[src/rtl/tx_module_if.sv]
`default_nettype none
// ============================================================================
// Module      : tx_module_if
// Description : Upstream request channel (valid/ready handshake plus payload)
//               feeding the tx_module dispatcher.
// Revision    : 1.0 - initial release
// ============================================================================
interface tx_module_if #(
    parameter int A_WIDTH = 8,
    parameter int W_WIDTH = 8
);
    logic               req_valid;
    logic               req_ready;
    logic [7:0]         req_op_id;
    logic [A_WIDTH-1:0] req_addr;
    logic               req_wr;
    logic [W_WIDTH-1:0] req_wr_data;

    // Request source
    modport master (
        output req_valid, req_op_id, req_addr, req_wr, req_wr_data,
        input  req_ready
    );

    // Request sink (the dispatcher)
    modport slave (
        input  req_valid, req_op_id, req_addr, req_wr, req_wr_data,
        output req_ready
    );
endinterface
`default_nettype wire

[src/rtl/tx_module.sv]
`default_nettype none
// ============================================================================
// Module      : tx_module
// Description : Buffers requests in a 4-deep FIFO and dispatches each one to
//               its target switch instance once that instance is not busy.
//               Invalid targets and busy timeouts are reported as errors.
// Revision    : 1.0 - initial release
// ============================================================================
module tx_module #(
    parameter int NUM_SW_INST = 5,
    parameter int A_WIDTH     = 8,
    parameter int W_WIDTH     = 8,
    parameter int TIMEOUT     = 16
) (
    input  wire logic                   clk,
    input  wire logic                   rst,
    tx_module_if.slave                  req,
    input  wire logic [NUM_SW_INST-1:0] sw_busy,
    output logic      [NUM_SW_INST-1:0] sel_en,
    output logic      [7:0]             op_id,
    output logic      [A_WIDTH-4:0]     addr_out,
    output logic                        wr_en,
    output logic      [W_WIDTH-1:0]     wr_data,
    output logic                        err_valid,
    output logic      [1:0]             err_code,
    output logic      [7:0]             err_op_id
);
    localparam int CNT_W = (TIMEOUT > 1) ? $clog2(TIMEOUT) : 1;

    typedef enum logic [1:0] {
        S_IDLE  = 2'd0,
        S_CHECK = 2'd1,
        S_HOLD  = 2'd2
    } state_t;

    // FIFO storage and bookkeeping
    logic [7:0]         op_mem_q   [4];
    logic [A_WIDTH-1:0] addr_mem_q [4];
    logic               wr_mem_q   [4];
    logic [W_WIDTH-1:0] data_mem_q [4];
    logic [1:0]         wr_ptr_q;
    logic [1:0]         rd_ptr_q;
    logic [2:0]         count_q;
    logic               full;
    logic               push;
    logic               pop;

    // FSM state
    state_t             state_q, state_d;
    logic [CNT_W-1:0]   cnt_q, cnt_d;

    // Head-of-FIFO decode
    logic [2:0]         head_idx;
    logic               head_busy;
    logic               head_invalid;

    // Next values of the registered outputs
    logic [NUM_SW_INST-1:0] sel_en_d;
    logic [7:0]             op_id_d;
    logic [A_WIDTH-4:0]     addr_out_d;
    logic                   wr_en_d;
    logic [W_WIDTH-1:0]     wr_data_d;
    logic                   err_valid_d;
    logic [1:0]             err_code_d;
    logic [7:0]             err_op_id_d;

    // Ready is held low during reset as well as when full; a same-cycle pop
    // does not open a slot.
    assign full          = (count_q == 3'd4);
    assign req.req_ready = ~full & ~rst;
    assign push          = req.req_valid & ~full & ~rst;

    assign head_idx     = addr_mem_q[rd_ptr_q][A_WIDTH-1:A_WIDTH-3];
    assign head_invalid = ({1'b0, head_idx} >= 4'(NUM_SW_INST));

    // Busy flag of the head's target, looked up only over legal indices
    always_comb begin
        head_busy = 1'b0;
        for (int i = 0; i < NUM_SW_INST; i++) begin
            if (head_idx == 3'(i)) begin
                head_busy = sw_busy[i];
            end
        end
    end

    // FIFO payload write on accept; payload needs no reset
    always_ff @(posedge clk) begin
        if (push) begin
            op_mem_q[wr_ptr_q]   <= req.req_op_id;
            addr_mem_q[wr_ptr_q] <= req.req_addr;
            wr_mem_q[wr_ptr_q]   <= req.req_wr;
            data_mem_q[wr_ptr_q] <= req.req_wr_data;
        end
    end

    // FIFO pointers and occupancy; 2-bit pointers wrap modulo 4 naturally
    always_ff @(posedge clk) begin
        if (rst) begin
            wr_ptr_q <= 2'd0;
            rd_ptr_q <= 2'd0;
            count_q  <= 3'd0;
        end else begin
            if (push) wr_ptr_q <= wr_ptr_q + 2'd1;
            if (pop)  rd_ptr_q <= rd_ptr_q + 2'd1;
            count_q <= count_q + {2'b00, push} - {2'b00, pop};
        end
    end

    // FSM state and timeout counter registers
    always_ff @(posedge clk) begin
        if (rst) begin
            state_q <= S_IDLE;
            cnt_q   <= '0;
        end else begin
            state_q <= state_d;
            cnt_q   <= cnt_d;
        end
    end

    // Next-state logic and strobe generation; strobes default to zero so
    // every payload output reads 0 outside its strobe cycle
    always_comb begin
        state_d     = state_q;
        cnt_d       = cnt_q;
        pop         = 1'b0;
        sel_en_d    = '0;
        op_id_d     = '0;
        addr_out_d  = '0;
        wr_en_d     = 1'b0;
        wr_data_d   = '0;
        err_valid_d = 1'b0;
        err_code_d  = 2'b00;
        err_op_id_d = '0;
        case (state_q)
            S_IDLE: begin
                if (count_q != 3'd0) begin
                    state_d = S_CHECK;
                    cnt_d   = '0;
                end
            end
            S_CHECK: begin
                if (head_invalid) begin
                    pop         = 1'b1;
                    err_valid_d = 1'b1;
                    err_code_d  = 2'b01;
                    err_op_id_d = op_mem_q[rd_ptr_q];
                    state_d     = S_IDLE;
                end else if (!head_busy) begin
                    pop        = 1'b1;
                    for (int i = 0; i < NUM_SW_INST; i++) begin
                        sel_en_d[i] = (head_idx == 3'(i));
                    end
                    op_id_d    = op_mem_q[rd_ptr_q];
                    addr_out_d = addr_mem_q[rd_ptr_q][A_WIDTH-4:0];
                    wr_en_d    = wr_mem_q[rd_ptr_q];
                    wr_data_d  = data_mem_q[rd_ptr_q];
                    state_d    = S_HOLD;
                end else if (cnt_q == CNT_W'(TIMEOUT - 1)) begin
                    pop         = 1'b1;
                    err_valid_d = 1'b1;
                    err_code_d  = 2'b10;
                    err_op_id_d = op_mem_q[rd_ptr_q];
                    state_d     = S_IDLE;
                end else begin
                    cnt_d = cnt_q + CNT_W'(1);
                end
            end
            S_HOLD: begin
                // Gives the receive path a cycle to raise sw_busy
                state_d = S_IDLE;
            end
            default: begin
                state_d = S_IDLE;
            end
        endcase
    end

    // Registered dispatch and error outputs
    always_ff @(posedge clk) begin
        if (rst) begin
            sel_en    <= '0;
            op_id     <= '0;
            addr_out  <= '0;
            wr_en     <= 1'b0;
            wr_data   <= '0;
            err_valid <= 1'b0;
            err_code  <= 2'b00;
            err_op_id <= '0;
        end else begin
            sel_en    <= sel_en_d;
            op_id     <= op_id_d;
            addr_out  <= addr_out_d;
            wr_en     <= wr_en_d;
            wr_data   <= wr_data_d;
            err_valid <= err_valid_d;
            err_code  <= err_code_d;
            err_op_id <= err_op_id_d;
        end
    end
endmodule
`default_nettype wire

[src/flat_wrapper.sv]
// flat-port wrapper written by rule: the top's interface ports become plain ports
module tx_module_flat 
#(
    parameter int NUM_SW_INST = 5,
    parameter int A_WIDTH     = 8,
    parameter int W_WIDTH     = 8,
    parameter int TIMEOUT     = 16
)
  (clk, rst, sw_busy, sel_en, op_id, addr_out, wr_en, wr_data, err_valid, err_code, err_op_id, req_req_valid, req_req_op_id, req_req_addr, req_req_wr, req_req_wr_data, req_req_ready);
  tx_module_if #(.A_WIDTH(A_WIDTH), .W_WIDTH(W_WIDTH)) req_i ();
  input  wire logic clk;
  input  wire logic rst;
  input  wire logic [NUM_SW_INST-1:0] sw_busy;
  output logic      [NUM_SW_INST-1:0] sel_en;
  output logic      [7:0] op_id;
  output logic      [A_WIDTH-4:0] addr_out;
  output logic wr_en;
  output logic      [W_WIDTH-1:0] wr_data;
  output logic err_valid;
  output logic      [1:0] err_code;
  output logic      [7:0] err_op_id;
  input wire logic [$bits(req_i.req_valid)-1:0] req_req_valid;
  input wire logic [$bits(req_i.req_op_id)-1:0] req_req_op_id;
  input wire logic [$bits(req_i.req_addr)-1:0] req_req_addr;
  input wire logic [$bits(req_i.req_wr)-1:0] req_req_wr;
  input wire logic [$bits(req_i.req_wr_data)-1:0] req_req_wr_data;
  output wire logic [$bits(req_i.req_ready)-1:0] req_req_ready;
  assign req_i.req_valid = req_req_valid;
  assign req_i.req_op_id = req_req_op_id;
  assign req_i.req_addr = req_req_addr;
  assign req_i.req_wr = req_req_wr;
  assign req_i.req_wr_data = req_req_wr_data;
  assign req_req_ready = req_i.req_ready;
  tx_module #(.NUM_SW_INST(NUM_SW_INST), .A_WIDTH(A_WIDTH), .W_WIDTH(W_WIDTH), .TIMEOUT(TIMEOUT)) u_core (.clk(clk), .rst(rst), .req(req_i), .sw_busy(sw_busy), .sel_en(sel_en), .op_id(op_id), .addr_out(addr_out), .wr_en(wr_en), .wr_data(wr_data), .err_valid(err_valid), .err_code(err_code), .err_op_id(err_op_id));
endmodule
[config.mk]
export PLATFORM = sky130hd
export DESIGN_NAME = tx_module_flat
export DESIGN_NICKNAME = d
export VERILOG_FILES = /design/src/rtl/tx_module_if.sv /design/src/rtl/tx_module.sv /design/src/flat_wrapper.sv
export SDC_FILE = /design/constraint.sdc
export NUM_CORES = 1
export LEC_CHECK = 0
export CORE_MARGIN = 1.5
export CORE_UTILIZATION = 55
export CTS_CLUSTER_SIZE = 10
export DETAILED_ROUTE_END_ITERATION = 16
export PLACE_DENSITY = 0.87
export SLEW_MARGIN = 25
export SYNTH_ARGS = -nofsm -noshare
export SYNTH_HDL_FRONTEND = slang
export SYNTH_SLANG_ARGS = --single-unit
[constraint.sdc]
create_clock -name clk -period 9.4 [get_ports clk]
set_input_delay 1.41 -clock clk [delete_from_list [all_inputs] [get_ports clk]]
set_output_delay 1.41 -clock clk [all_outputs]
set_load 0.02 [all_outputs]
Word level (Yosys, flattened, before mapping) --
Memories as Yosys holds them, arrays and structs flattened. A register that Yosys moved wholly into a read port is not among the register bits. Cells that the tools add are included. Widths: inputs -> output; s select.
Word-level totals: memory bits (writable) 100, logic and storage cells 83, output and inout port bits 39, bits in registers 42, input bits 33, memories kept 4
Cells by class: bitwise logic cells 7, mux-type cells 33, equal/unequal tests 12, $lt $le $gt $ge 1, reductions and logical operators 9, add/sub/neg operators 5
Memory list:
- u_core.addr_mem_q | depth 4, width 8, rd ports 1, clocked after Yosys merged registers in 1, write ports 1, line tx_module.sv:38 | logic [A_WIDTH-1:0] addr_mem_q [4];
- u_core.data_mem_q | depth 4, width 8, rd ports 1, clocked after Yosys merged registers in 1, write ports 1, line tx_module.sv:40 | logic [W_WIDTH-1:0] data_mem_q [4];
- u_core.op_mem_q | depth 4, width 8, rd ports 1, clocked after Yosys merged registers in 1, write ports 1, line tx_module.sv:37 | logic [7:0] op_mem_q [4];
- u_core.wr_mem_q | depth 4, width 1, rd ports 1, clocked after Yosys merged registers in 1, write ports 1, line tx_module.sv:39 | logic wr_mem_q [4];
Operators by type and width (count):
- $mux 8 | 3
- $mux 2 | 9
- $mux 4 | 4
- $mux 1 | 15
- $pmux 4 s2 | 1
- $reduce_or 4->1 | 2
- $eq 3x2->1 const B | 2
- $eq 3x3->1 const B | 2
- $reduce_and 5->1 | 1
- $add 2x1->2 const B | 2
- $add 4x1->4 const B | 1
- $eq 4x4->1 const B | 1
- $ne 2x1->1 const B | 2
- $ne 2x2->1 const B | 2
- $ne 4x4->1 const B | 1
- $not 1->1 | 4
- $pmux 2 s2 | 1
- $add 3x1->3 | 1
- $and 1x1->1 | 3
- $eq 3x1->1 const B | 1
- $ge 3x3->1 const B | 1
- $logic_not 3->1 | 1
- $reduce_bool 3->1 | 1
- $sub 3x1->3 | 1
- 5 further kinds | 5

Longest topological paths before layout --
depth in word-level cells 11, gate-level depth with buffers 13, depth with buffers taken out 11

Worst setup path before layout --
OpenSTA, ideal clock, no wires.
kind in2reg, start in sw_busy[3], end reg u_core.count_q[2], arrival 3.181 ns, stages on the path 10, setup time 0.127 ns, slack 6.091 ns, path through mux2i_1 nor3b_1 o21a_4 a21oi_2 ha_1 inv_1 ha_1 fa_1 xnor2_1 nor2_1
Between the ends: longest elaborated chain between the ends 6
RTL lines:
- start: declaration | line flat_wrapper.sv:13 | input wire logic [NUM_SW_INST-1:0] sw_busy;
- $mux 1 (2 in series) | line tx_module.sv:80 | if (head_idx == 3'(i)) begin
- $mux 1 | line tx_module.sv:148 | end else if (!head_busy) begin
- $mux 1 | line tx_module.sv:142 | if (head_invalid) begin
- $mux 1 | line tx_module.sv:134 | case (state_q)
- net u_core.pop | line tx_module.sv:46 | logic pop;
- $sub 3x1->3 | line tx_module.sv:105 | count_q <= count_q + {2'b00, push} - {2'b00, pop};
- end signal: assignment | line tx_module.sv:105
- end: declaration | line tx_module.sv:43 | logic [2:0] count_q;
The timed path passes the listed nets, and every way through them passes these cells. A chain may end at the register's enable or synchronous reset.

Worst setup path in the final report --
start in rst, end out req_req_ready
Between the ends: longest elaborated chain between the ends 2
RTL lines:
- start: declaration | line flat_wrapper.sv:12 | input wire logic rst;
- $not 1->1 | line tx_module.sv:70 | assign req.req_ready = ~full & ~rst;
- $and 1x1->1 | line tx_module.sv:70
- end: declaration | line flat_wrapper.sv:27 | output wire logic [$bits(req_i.req_ready)-1:0] req_req_ready;
No other way between the ends.

==> reports/qor.csv <==
metric,value,unit
Clock Tree Root,clkbuf_8,
TNS Setup,0,ns
crit path launch type,input port,
"Setup Fix Bufs, Post-CTS",0,
share of layout cells above drive strength 1,0.159,
leak pwr,0.00247,µW
Core Region,9730,µm²
Buffers on Ports,71,
Multi-input gate area,1360,µm²
hold_buf cts,0,
Hold WC Path Type,reg -> reg,
Hold Slack,0.505,ns
starting density of the core,0.567,
crit path DAT,3.18,ns
Max-Cap Viols,0,
Yosys top cell area share,0.544,
synthesized flop and latch total,153,
antenna-violating nets left,0,
FILL cells,606,
sequential-to-total area share from yosys stat,0.737,
Post-Synthesis Cells,316,
Ports,72,
status,"complete, no violations",
GRT overflow,0,
drt initial violations,244,
Max Fclk,0.218,GHz
initial antenna violation count,0,
"Req. time, crit path",7.99,ns
DR WL met2,5230,µm
most frequent cells in the layout,"edfxtp_1 (100), clkdlybuf4s50_1 (71), dfxtp_1 (52)",
Total Power,1810,µW
vias in the first global route,2995,
Die Y,103,µm
register area,4070,µm²
Total Routing Usage GR,0.209,
Critical Path Slowest Stage Cell,clkdlybuf4s50_1,
antenna diode count,0,
H-Tree Depth,4,
Slew @ Worst Pin,1.00,ns
pwr/cell area,259,nW/µm²
Worst-path clk slew,0.06,ns
Initial DRT Pass Iterations,5,
hpwl dp,5520,µm
Die Wd,103,µm
fin util,0.717,
area grow syn2layout,26.5,%
CTS Buf Count,17,
"slowest stage delay, CP",0.68,ns
DR vias,2994,
clock tree from TritonCTS,done,
worst path cell trace,clkdlybuf4s50_1 -> a31oi_1 -> clkdlybuf4s50_1,
first-pass GRT wire length,15500,µm
Post-route DRC,0,
dpl cells,511,
"commonest non-fill, non-tap cell in the layout",edfxtp_1,
post-DR vias/cell,5.51,
worst-case clock buffer depth,2,
CP most frequent cell,clkdlybuf4s50_1,
"area leader, netlist",edfxtp_1,
Crit Path Class,in -> out,
Final Critical Period,4.59,ns
RSZ-0062 raised after global routing,false,
metal3 WL,621,µm
final hold viol count,0,
fin crit share,0.488,
setup violators final,0,
number of synthesized flops with an enable pin,100,
"Net Count, Synth",357,
Slew HR,0.330,
die area,10600,µm²
FP Rows,36,
Placer Congestion,0.756,
CP max FO,14,
"CP delay by family, top",buffers and inverters,
worst skew pair latency,0.53,ns
Resized cells post-CTS,0,
Layout Cells excl Fill,543,
synth unique cells,44,
Max Slew Vio Count,0,
asr flop ratio synth,0,
largest net degree at the start of global routing,26,
DR top layer,met4,
Post-Route Skew,0.00732,ns
TritonCTS Sinks,153,
Mapped Area,5520,µm²
DRT Wirelength,10100,µm
M1 WL,3970,µm
Nets,438,
worst path bufs/invs,2,
Routed wire per std cell,18.5,µm
largest cells by area after synthesis,"edfxtp_1 (54%), dfxtp_1 (19%), mux4_2 (9.0%), nor2b_1 (2.3%), ha_1 (1.6%)",
CP Capture Type,output port,
maximum vdd drop,0.000137,V
Synth Warn #,0,
syn_area_per_cell,17.5,µm²
"Primary FF master, synth",edfxtp_1,
==> area by class of cell <==
| class | instances | share of cell area |
|---|---|---|
| sequential | 153 | 0.582 |
| clock buffer | 26 | 0.0760 |
| multi-input combinational | 139 | 0.194 |
| tap | 133 | 0.0238 |
| inverter | 11 | 0.00592 |
| clock inverter | 6 | 0.0117 |
| timing repair buffer | 75 | 0.106 |
==> metal layers <==
layer	GRT usage	vias up
li1	-	1352
met1	0.248	1492
met2	0.349	124
met3	0.0664	26
met4	0.0998	0
met5	0	-
==> Yosys cell counts (all sizes together) (2+ instances only) <==
library cell	count
nor2	15
edfxtp	100
xnor2	3
mux2	3
clkbuf	11
buf	2
mux4	25
a21oi	2
or2	2
nor2b	20
o21ai	3
nor3b	2
and3	13
nand2	8
ha	7
nor3	3
and2	4
nand3	6
and2b	6
dfxtp	53
inv	11
==> logic make-up (layout without fill, tap and decap cells) <==
group / count (synthesis) / after routing / synth area share
compound gates: 15 / 15 / 0.0225
xor+xnor: 3 / 3 / 0.00476
fa+ha+maj: 8 / 8 / 0.0195
buf+inv: 24 / 118 / 0.0177
flops: 153 / 153 / 0.737
mux: 29 / 29 / 0.113
simple gates: 84 / 84 / 0.0862
==> power by group <==
part | total, µW | switching (µW) | internal [µW]
clock | 687 | 250 | 437
sequential | 819 | 50.6 | 769
combinational | 299 | 141 | 158
total | 1810 | 442 | 1360
==> state kept, by name, summed over array words and instances, names as in the netlist, 3 cells and up, named ones only <==
| signal | cells |
|---|---|
| u_core.op_id | 8 |
| u_core.data_mem_q | 32 |
| u_core.addr_mem_q | 32 |
| u_core.count_q | 3 |
| u_core.addr_out | 5 |
| u_core.err_op_id | 8 |
| u_core.wr_mem_q | 4 |
| u_core.sel_en | 5 |
| u_core.wr_data | 8 |
| u_core.op_mem_q | 32 |
| u_core.cnt_q | 4 |
==> tightest hold or removal path, cell delays in order (launching register included) <==
cell,delay [ns]
dfxtp_1,0.33
nand2_1,0.07
nand3_1,0.05
==> metrics by stage <==
step / instance area [µm²] / setup WS, ns
2_1_floorplan: 5520 / 6.09
4_1_cts: 6980 / 4.83
5_1_grt: 6980 / 4.68
3_5_place_dp: 6370 / 4.84
6_report: 6980 / 4.81
3_3_place_gp: 6370 / 4.91
==> worst paths after layout <==
| check | startpoint | end | slack, ns | depth (start not counted) |
|---|---|---|---|---|
| worst max-delay path | rst | req_req_ready | 4.81 | 3 |
| worst min register to register | u_core.cnt_q[3] | u_core.cnt_q[3] | 0.50 | 2 |
| worst max register to register | flip-flop | u_core.count_q[1] | 5.77 | 10 |
| worst min-delay path | u_core.cnt_q[3] | u_core.cnt_q[3] | 0.50 | 2 |
No activity file was read; power rests on OpenSTA's default activity.
